### src/rtl/demux2vec_buf.sv
// demux2vec_buf
//   Buffered 1-to-2 vector demultiplexer. One incoming vector of DEPTH lanes
//   of WIDTH bits is steered by in_sel into one of two channels. Each channel
//   owns a 2-entry FIFO, so a stalled consumer only blocks producer traffic
//   aimed at its own channel.
//
// Ports
//   clk                    single clock, rising-edge
//   rst                    asynchronous, active-low reset
//   in_data [0:DEPTH-1]    input vector
//   in_sel                 destination channel (0 or 1)
//   in_valid / in_ready    producer handshake (in_ready = rst && target not full)
//   outN_data [0:DEPTH-1]  head entry of channel N FIFO (registered)
//   outN_valid / outN_ready consumer handshake for channel N
//   cntN                   accepted-vector count for channel N, wraps
module demux2vec_buf #(
  parameter int WIDTH = 32,
  parameter int DEPTH = 4,
  parameter int CNT_W = 8
) (
  input  logic             clk,
  input  logic             rst,
  input  logic [WIDTH-1:0] in_data [0:DEPTH-1],
  input  logic             in_sel,
  input  logic             in_valid,
  output logic             in_ready,
  output logic [WIDTH-1:0] out0_data [0:DEPTH-1],
  output logic             out0_valid,
  input  logic             out0_ready,
  output logic [WIDTH-1:0] out1_data [0:DEPTH-1],
  output logic             out1_valid,
  input  logic             out1_ready,
  output logic [CNT_W-1:0] cnt0,
  output logic [CNT_W-1:0] cnt1
);

  // Per-channel state: occupancy (0..2), head slot index, two data slots,
  // accepted-vector counter.
  logic [1:0]       occ_q  [0:1];
  logic [1:0]       occ_d  [0:1];
  logic [1:0]       head_q;
  logic [1:0]       head_d;
  logic [WIDTH-1:0] slot_q [0:1][0:1][0:DEPTH-1];
  logic [WIDTH-1:0] slot_d [0:1][0:1][0:DEPTH-1];
  logic [CNT_W-1:0] cnt_q  [0:1];
  logic [CNT_W-1:0] cnt_d  [0:1];

  logic [1:0] push;
  logic [1:0] pop;
  logic [1:0] out_ready;
  logic       accept;

  assign out_ready = {out1_ready, out0_ready};

  // Only combinational path of the block: in_sel selects which occupancy
  // gates in_ready. Consumer readiness is deliberately not involved.
  assign in_ready = rst && (occ_q[in_sel] != 2'd2);
  assign accept   = in_valid && in_ready;

  always_comb begin
    occ_d  = occ_q;
    head_d = head_q;
    slot_d = slot_q;
    cnt_d  = cnt_q;
    push   = 2'b00;
    pop    = 2'b00;
    for (int c = 0; c < 2; c++) begin
      push[c] = accept && (in_sel == c[0]);
      pop[c]  = (occ_q[c] != 2'd0) && out_ready[c];

      // Write slot: the head when empty, the other slot when one entry held.
      // A push is never presented when full.
      if (push[c]) begin
        for (int l = 0; l < DEPTH; l++) begin
          slot_d[c][head_q[c] ^ occ_q[c][0]][l] = in_data[l];
        end
        cnt_d[c] = cnt_q[c] + 1'b1;
      end

      // The head only advances when another entry remains to take its place.
      // Popping the last entry leaves the head where it is, so outN_data keeps
      // showing the last delivered vector while the channel is empty.
      if (pop[c] && (occ_q[c] == 2'd2 || push[c])) begin
        head_d[c] = ~head_q[c];
      end

      occ_d[c] = occ_q[c] + {1'b0, push[c]} - {1'b0, pop[c]};
    end
  end

  always_ff @(posedge clk or negedge rst) begin
    if (!rst) begin
      head_q <= 2'b00;
      for (int c = 0; c < 2; c++) begin
        occ_q[c] <= 2'd0;
        cnt_q[c] <= '0;
        for (int s = 0; s < 2; s++) begin
          for (int l = 0; l < DEPTH; l++) begin
            slot_q[c][s][l] <= '0;
          end
        end
      end
    end else begin
      head_q <= head_d;
      for (int c = 0; c < 2; c++) begin
        occ_q[c] <= occ_d[c];
        cnt_q[c] <= cnt_d[c];
        for (int s = 0; s < 2; s++) begin
          for (int l = 0; l < DEPTH; l++) begin
            slot_q[c][s][l] <= slot_d[c][s][l];
          end
        end
      end
    end
  end

  assign out0_valid = (occ_q[0] != 2'd0);
  assign out1_valid = (occ_q[1] != 2'd0);
  assign cnt0       = cnt_q[0];
  assign cnt1       = cnt_q[1];

  always_comb begin
    for (int l = 0; l < DEPTH; l++) begin
      out0_data[l] = slot_q[0][head_q[0]][l];
      out1_data[l] = slot_q[1][head_q[1]][l];
    end
  end

endmodule

### config.mk
export PLATFORM = sky130hd
export DESIGN_NAME = demux2vec_buf
export DESIGN_NICKNAME = d
export VERILOG_FILES = /design/src/rtl/demux2vec_buf.sv
export SDC_FILE = /design/constraint.sdc
export NUM_CORES = 1
export LEC_CHECK = 0
export ABC_AREA = 1
export CAP_MARGIN = 20
export CORE_UTILIZATION = 30
export CTS_CLUSTER_SIZE = 8
export DETAILED_ROUTE_END_ITERATION = 8
export SYNTH_ARGS = -nofsm -noshare
export SYNTH_HDL_FRONTEND = slang
export SYNTH_SLANG_ARGS = --single-unit
### constraint.sdc
create_clock -name clk -period 2 [get_ports clk]
set_input_delay 0.4 -clock clk [delete_from_list [all_inputs] [get_ports clk]]
set_output_delay 0.4 -clock clk [all_outputs]
set_load 0.02 [all_outputs]
# Yosys cells after proc, flatten, opt, wreduce, memory -nomap -nowiden
# Cells that the tools add are included.
word_totals:
  reg_bits: 534
  latchBits: 0
  ram_bits: 0
  rom_bits: 0
  inputBits: 134
  word_cells: 95
  memories: 0
op_classes:
  add_sub_neg: 6
  n_mul: 0
  div: 0
  order_cmp: 7
  n_eq_ne: 3
  shift: 0
  muxes: 33
  n_bitwise: 10
  reduce_logical: 14
op_table:
  columns: ["cell", "n"]
  rows:
  - ["256-bit bitwise mux", 8]
  - ["128-bit demux with 1-bit select", 8]
  - ["128-bit two-way mux", 8]
  - ["96-bit two-way mux", 2]
  - ["64-bit two-way mux", 2]
  - ["32-bit two-way mux", 2]
  - ["8-bit by 1-bit adder with 8-bit output (second input constant)", 2]
  - ["2-bit >= comparator (second input constant)", 5]
  - ["1-bit logical AND", 10]
  - ["1-bit inverter with 2-bit output", 5]
  - ["2-bit two-way mux", 3]
  - ["2-bit by 1-bit adder with 2-bit output", 2]
  - ["2-bit equality test (second input constant)", 2]
  - ["2-bit by 1-bit < comparator with 1-bit output (second input constant)", 2]
  - ["2-bit nonzero test", 2]
  - ["2-bit by 1-bit subtractor with 2-bit output", 2]
  - ["1-bit inverter", 3]
  - ["1-bit logical OR", 2]
  - ["2-bit inequality test (second input constant)", 1]
  - ["1-bit XOR", 2]

# Depth between registers and ports, before layout
logic_depth:
  depth_word: 10
  mapped_depth: 12

# Worst setup path after synthesis
# OpenSTA, ideal clock, no wires.
synth_path:
  path_kind: "input to register"
  start: "input in_sel"
  end: "register occ_q[1] in the netlist's numbering"
  arrival_ns: 1.842
  t_required_ns: 1.883
  slack_ns: 0.041
  path_stages: 12
  n_path_buf: 2
  path_cell_list: "inv_2 nand2_1 nor2_2 nor2_8 nand3_4 buf_2 buf_2 xnor2_1 ha_1 xor2_1 nand3b_1 nand2_1"
synth_lines:
  columns: ["element", "line_no", "rtl"]
  rows:
  - ["from (decl)", "24", "input logic in_sel,"]
  - ["to (signal, indexed assignment)", "106", "occ_q[c] <= occ_d[c];"]
  - ["to (decl)", "39", "logic [1:0] occ_q [0:1];"]

==> results.txt <==
The run finished, with violations left. The checks that failed: negative setup slack. During synthesis, Yosys emitted a total of 0 warnings. Registers take 0.01337 mm². The root buffer cell is sky130_fd_sc_hd__clkbuf_16. The clock arrives with 0.01747 ns of skew.

The relative slew slack is 47.28%. The detailed-routing iteration count for the pre-antenna-repair pass is 5. The routed design could run at a clock period as short as 2.460 ns. By area the synthesized netlist is led by sky130_fd_sc_hd__dfrtp_1 56%, sky130_fd_sc_hd__nand2_1 17%, sky130_fd_sc_hd__o21ai_0 11%, sky130_fd_sc_hd__o21ai_1 5.5%, sky130_fd_sc_hd__inv_1 4.2%.

In this run the count of I/O pins placed on the die edge is 409. sky130_fd_sc_hd__dfrtp_1 takes more of the synthesized area than any other cell. The analysis attributes to cell leakage a power of 15.68 nW. The later pin in the worst-skew pair is clocked with a latency of 0.61 ns.

The clock tree buffer depth came out at 3. The overall global routing resource usage is 18.69%. The placeable core area is 0.07772 mm². The worst setup path is of the reg2out kind. For this design the ratio of total power to cell area is 1868 mW/mm². Wire segments on met2 add up to 36.03 mm in the final route. The detailed-route DRC error count came out at 0. The sum of overflow across all layers after global routing came out at 0. The highest metal layer carrying signal wires in the routed design is met5. The largest incremental delay on the critical path is 0.55 ns. The final count of pins violating max slew came to 0.

In the post-synthesis netlist, the cell with the most instances is sky130_fd_sc_hd__nand2_1. The share of the synthesized area in the top cell type is 56.45%. The number of buffers added by the clock tree synthesis step is 77. The highest achievable clock rate came out at 0.4065 GHz. The placer congestion estimate came out at 0.7952. The share of synthesized registers carrying an async set or reset came out at 100.0%. The floorplan row count is 102. The most used flip-flop cell after synthesis is sky130_fd_sc_hd__dfrtp_1. The number of fillers in the final layout came out at 7677. The transition time at the pin with the least slew margin is 0.7909 ns. The area overhead of the layout relative to synthesis came out at 39.80%. The final count of hold timing violations came to 0.

The first global-routing pass estimated 116.1 mm of wire. The total of flip-flops plus latches after synthesis is 534. The largest individual stage delay along the critical path comes from the cell sky130_fd_sc_hd__dfrtp_4.

The initial core utilization came out at 30.45%. The class of the worst hold path is in2async. The final setup violation count is 366. After layout, the worst setup slack is -0.4597 ns. Before CTS, the worst setup slack after placement is -0.2583 ns. Wires add up to 75.05 mm. The share of cells above drive strength 1 is 19.10%.

The pin count of the biggest net entering global routing is 139. Setup repair after global routing could not meet its margin everywhere. The TritonCTS sink count came out at 534. The summed area of non-filler cells in the final layout came out at 0.03309 mm². After detailed routing, the met3 layer carries 3.719 mm of wire. The setup TNS is -80.32 ns. The number of global-route vias before repair came out at 20300. The deepest level of the CTS H-tree came out at 3. Hold is met by 0.3796 ns.

The peak supply drop came out at 1465 µV. In this run, distinct cell masters in the synthesized netlist total 26. Walking the worst path, the cells encountered are buf_16, o21ai_0, clkdlybuf4s15_1. After detailed routing, the average wire length per cell comes to 16.75 µm. The half-perimeter wire length after placement is 49.25 mm. TritonCTS built the clock tree. The clock slew seen by the registers of the worst setup and hold paths is 0.06 ns.

Dividing the synthesized area by the synthesized cell count gives 8.134 µm². The final cycle utilization of the critical path came out at 123.0%. The kind of start point of the critical path is a flip-flop. The count of buffers from port buffering came out at 408. The data arrival time of the worst path came out at 2.06 ns. The category of the worst setup path capture point is a primary output. The antenna violation net count after detailed routing is 0. For the worst flop-to-flop path, the logic depth is 9. The max-cap check violation count came out at 0. The initial antenna violation count is 4. The floorplan step defined a die boundary enclosing 0.08003 mm².

The routed metal-1 wirelength is 33.68 mm. Measured along the x axis, the die boundary spans 282.9 µm. After synthesis, flip-flops and latches occupy 56.45% of the total area. The multi-input logic area came out at 0.008945 mm². The vias per cell is 4.639.

The area after detailed placement came out at 0.03044 mm². The largest fanout of any net on the critical path came out at 64. The overall power is 61.81 mW. The number of flops mapped to enable cells by yosys came out at 0. The post-synthesis cell count came out at 2910. In this run the cell area of the synthesized design comes to 0.02367 mm². The die extent in y came out at 282.9 µm. The required arrival time at the worst endpoint is 1.60 ns. The number of vias in the routed layout came out at 20780.

The violation count after the first detailed-route iteration is 1247. At the end of the flow, the number of nets in the layout was 3566. The commonest cells after synthesis are 1078 x sky130_fd_sc_hd__nand2_1, 534 x sky130_fd_sc_hd__dfrtp_1, 512 x sky130_fd_sc_hd__o21ai_0. The post-synthesis net count is 3049.
==> report_power, final <==
group | switching [mW] | total [mW] | leakage, nW | internal, mW
clock network | 4.78 | 11.8 | 1.03 | 7.06
logic | 19.0 | 32.0 | 8.06 | 13.0
registers | 2.04 | 18.0 | 6.59 | 15.9
total | 25.8 | 61.8 | 15.7 | 36.0
==> final timing paths <==
path                                    from             to  slack (ns)
worst max register to register     head_q[0]    slot_q[500]       -0.07
min in group clk                in_data[122]    slot_q[506]        0.43
max in group asynchronous                rst    slot_q[481]        0.55
worst min-delay path                     rst    slot_q[373]        0.38
worst max-delay path               head_q[1]  out1_data[10]       -0.46
worst min register to register    slot_q[41]     slot_q[41]        0.47
==> critical path: cells and delay by family (launching register included) <==
family	cells	cell delay, ns
buffers and inverters	2	0.56
AO/OA/AOI/OAI	1	0.25
flip-flops	1	0.55
==> final cells by class <==
| cell class | instances | area share, % |
|---|---|---|
| flip-flops and latches | 534 | 40.40 |
| multi-input cells | 1904 | 27.03 |
| repair buffers | 638 | 19.19 |
| clock buffers | 83 | 5.951 |
| well taps | 1040 | 3.932 |
| inverters | 272 | 3.085 |
| clock inverters | 8 | 0.3970 |
| diodes | 1 | 0.007562 |
==> cells by family (layout without fill, tap and decap cells) <==
family	Yosys count	count (layout)	share of synthesized area, %
compound gates	776	776	16.43
xor+xnor	17	17	0.6924
fa+ha+maj	5	5	0.2643
buf+inv	472	1001	8.246
flops	534	534	56.45
other cells	0	1	0
simple gates	1106	1106	17.91
==> through the flow <==
| stage | utilization, % | cells |
|---|---|---|
| 2_1_floorplan | - | 2910 |
| 3_3_place_gp | 39.17 | 4366 |
| 3_5_place_dp | 39.17 | 4366 |
| 4_1_cts | 42.24 | 4469 |
| 5_1_grt | 42.57 | 4479 |
| 6_report | 42.58 | 4480 |
==> sequential cells by signal, indices dropped and copies added (netlist names) <==
name    cells
head_q      2
cnt1        8
occ_q       4
slot_q    512
cnt0        8
==> metal layers <==
metal,track usage (%),vias up
met5,0,-
met2,30.88,518
met4,5.489,2
met1,25.23,9945
met3,2.873,102
li1,-,10220
==> what timing repair did <==
item / CTS / global route
hold buffers: 1 / 0
cloned: 6 / 3
setup endpoints to repair: 343 / 761
endpoints found under the hold margin: 18 / 0
pin swaps: 6 / 9
buffers inserted: 7 / 9
resized for setup: 838 / 549
==> placed cells by master, fill, tap and decap left out, types with 4 or more instances in the layout <==
| cell | count |
|---|---|
| sky130_fd_sc_hd__inv_6 | 4 |
| sky130_fd_sc_hd__buf_12 | 61 |
| sky130_fd_sc_hd__buf_16 | 8 |
| sky130_fd_sc_hd__clkbuf_1 | 4 |
| sky130_fd_sc_hd__nand3b_1 | 4 |
| sky130_fd_sc_hd__buf_4 | 266 |
| sky130_fd_sc_hd__clkdlybuf4s15_2 | 4 |
| sky130_fd_sc_hd__inv_1 | 266 |
| sky130_fd_sc_hd__nor2_4 | 4 |
| sky130_fd_sc_hd__clkbuf_16 | 80 |
| sky130_fd_sc_hd__xnor2_1 | 5 |
| sky130_fd_sc_hd__o21ai_4 | 23 |
| sky130_fd_sc_hd__o21ai_0 | 363 |
| sky130_fd_sc_hd__clkdlybuf4s50_1 | 150 |
| sky130_fd_sc_hd__nand3_1 | 4 |
| sky130_fd_sc_hd__buf_8 | 5 |
| sky130_fd_sc_hd__o21ai_1 | 324 |
| sky130_fd_sc_hd__nor3_1 | 4 |
| sky130_fd_sc_hd__dfrtp_1 | 532 |
| sky130_fd_sc_hd__clkdlybuf4s15_1 | 5 |
| sky130_fd_sc_hd__ha_1 | 5 |
| sky130_fd_sc_hd__xor2_1 | 10 |
| sky130_fd_sc_hd__nand2_1 | 1061 |
| sky130_fd_sc_hd__clkbuf_2 | 19 |
| sky130_fd_sc_hd__nand2_2 | 17 |
| sky130_fd_sc_hd__o21ai_2 | 64 |
| sky130_fd_sc_hd__buf_2 | 25 |
| sky130_fd_sc_hd__nor2_1 | 5 |
| sky130_fd_sc_hd__inv_2 | 4 |
| sky130_fd_sc_hd__dlygate4sd2_1 | 35 |
| sky130_fd_sc_hd__buf_6 | 55 |
(Power assumes the default switching activity.)
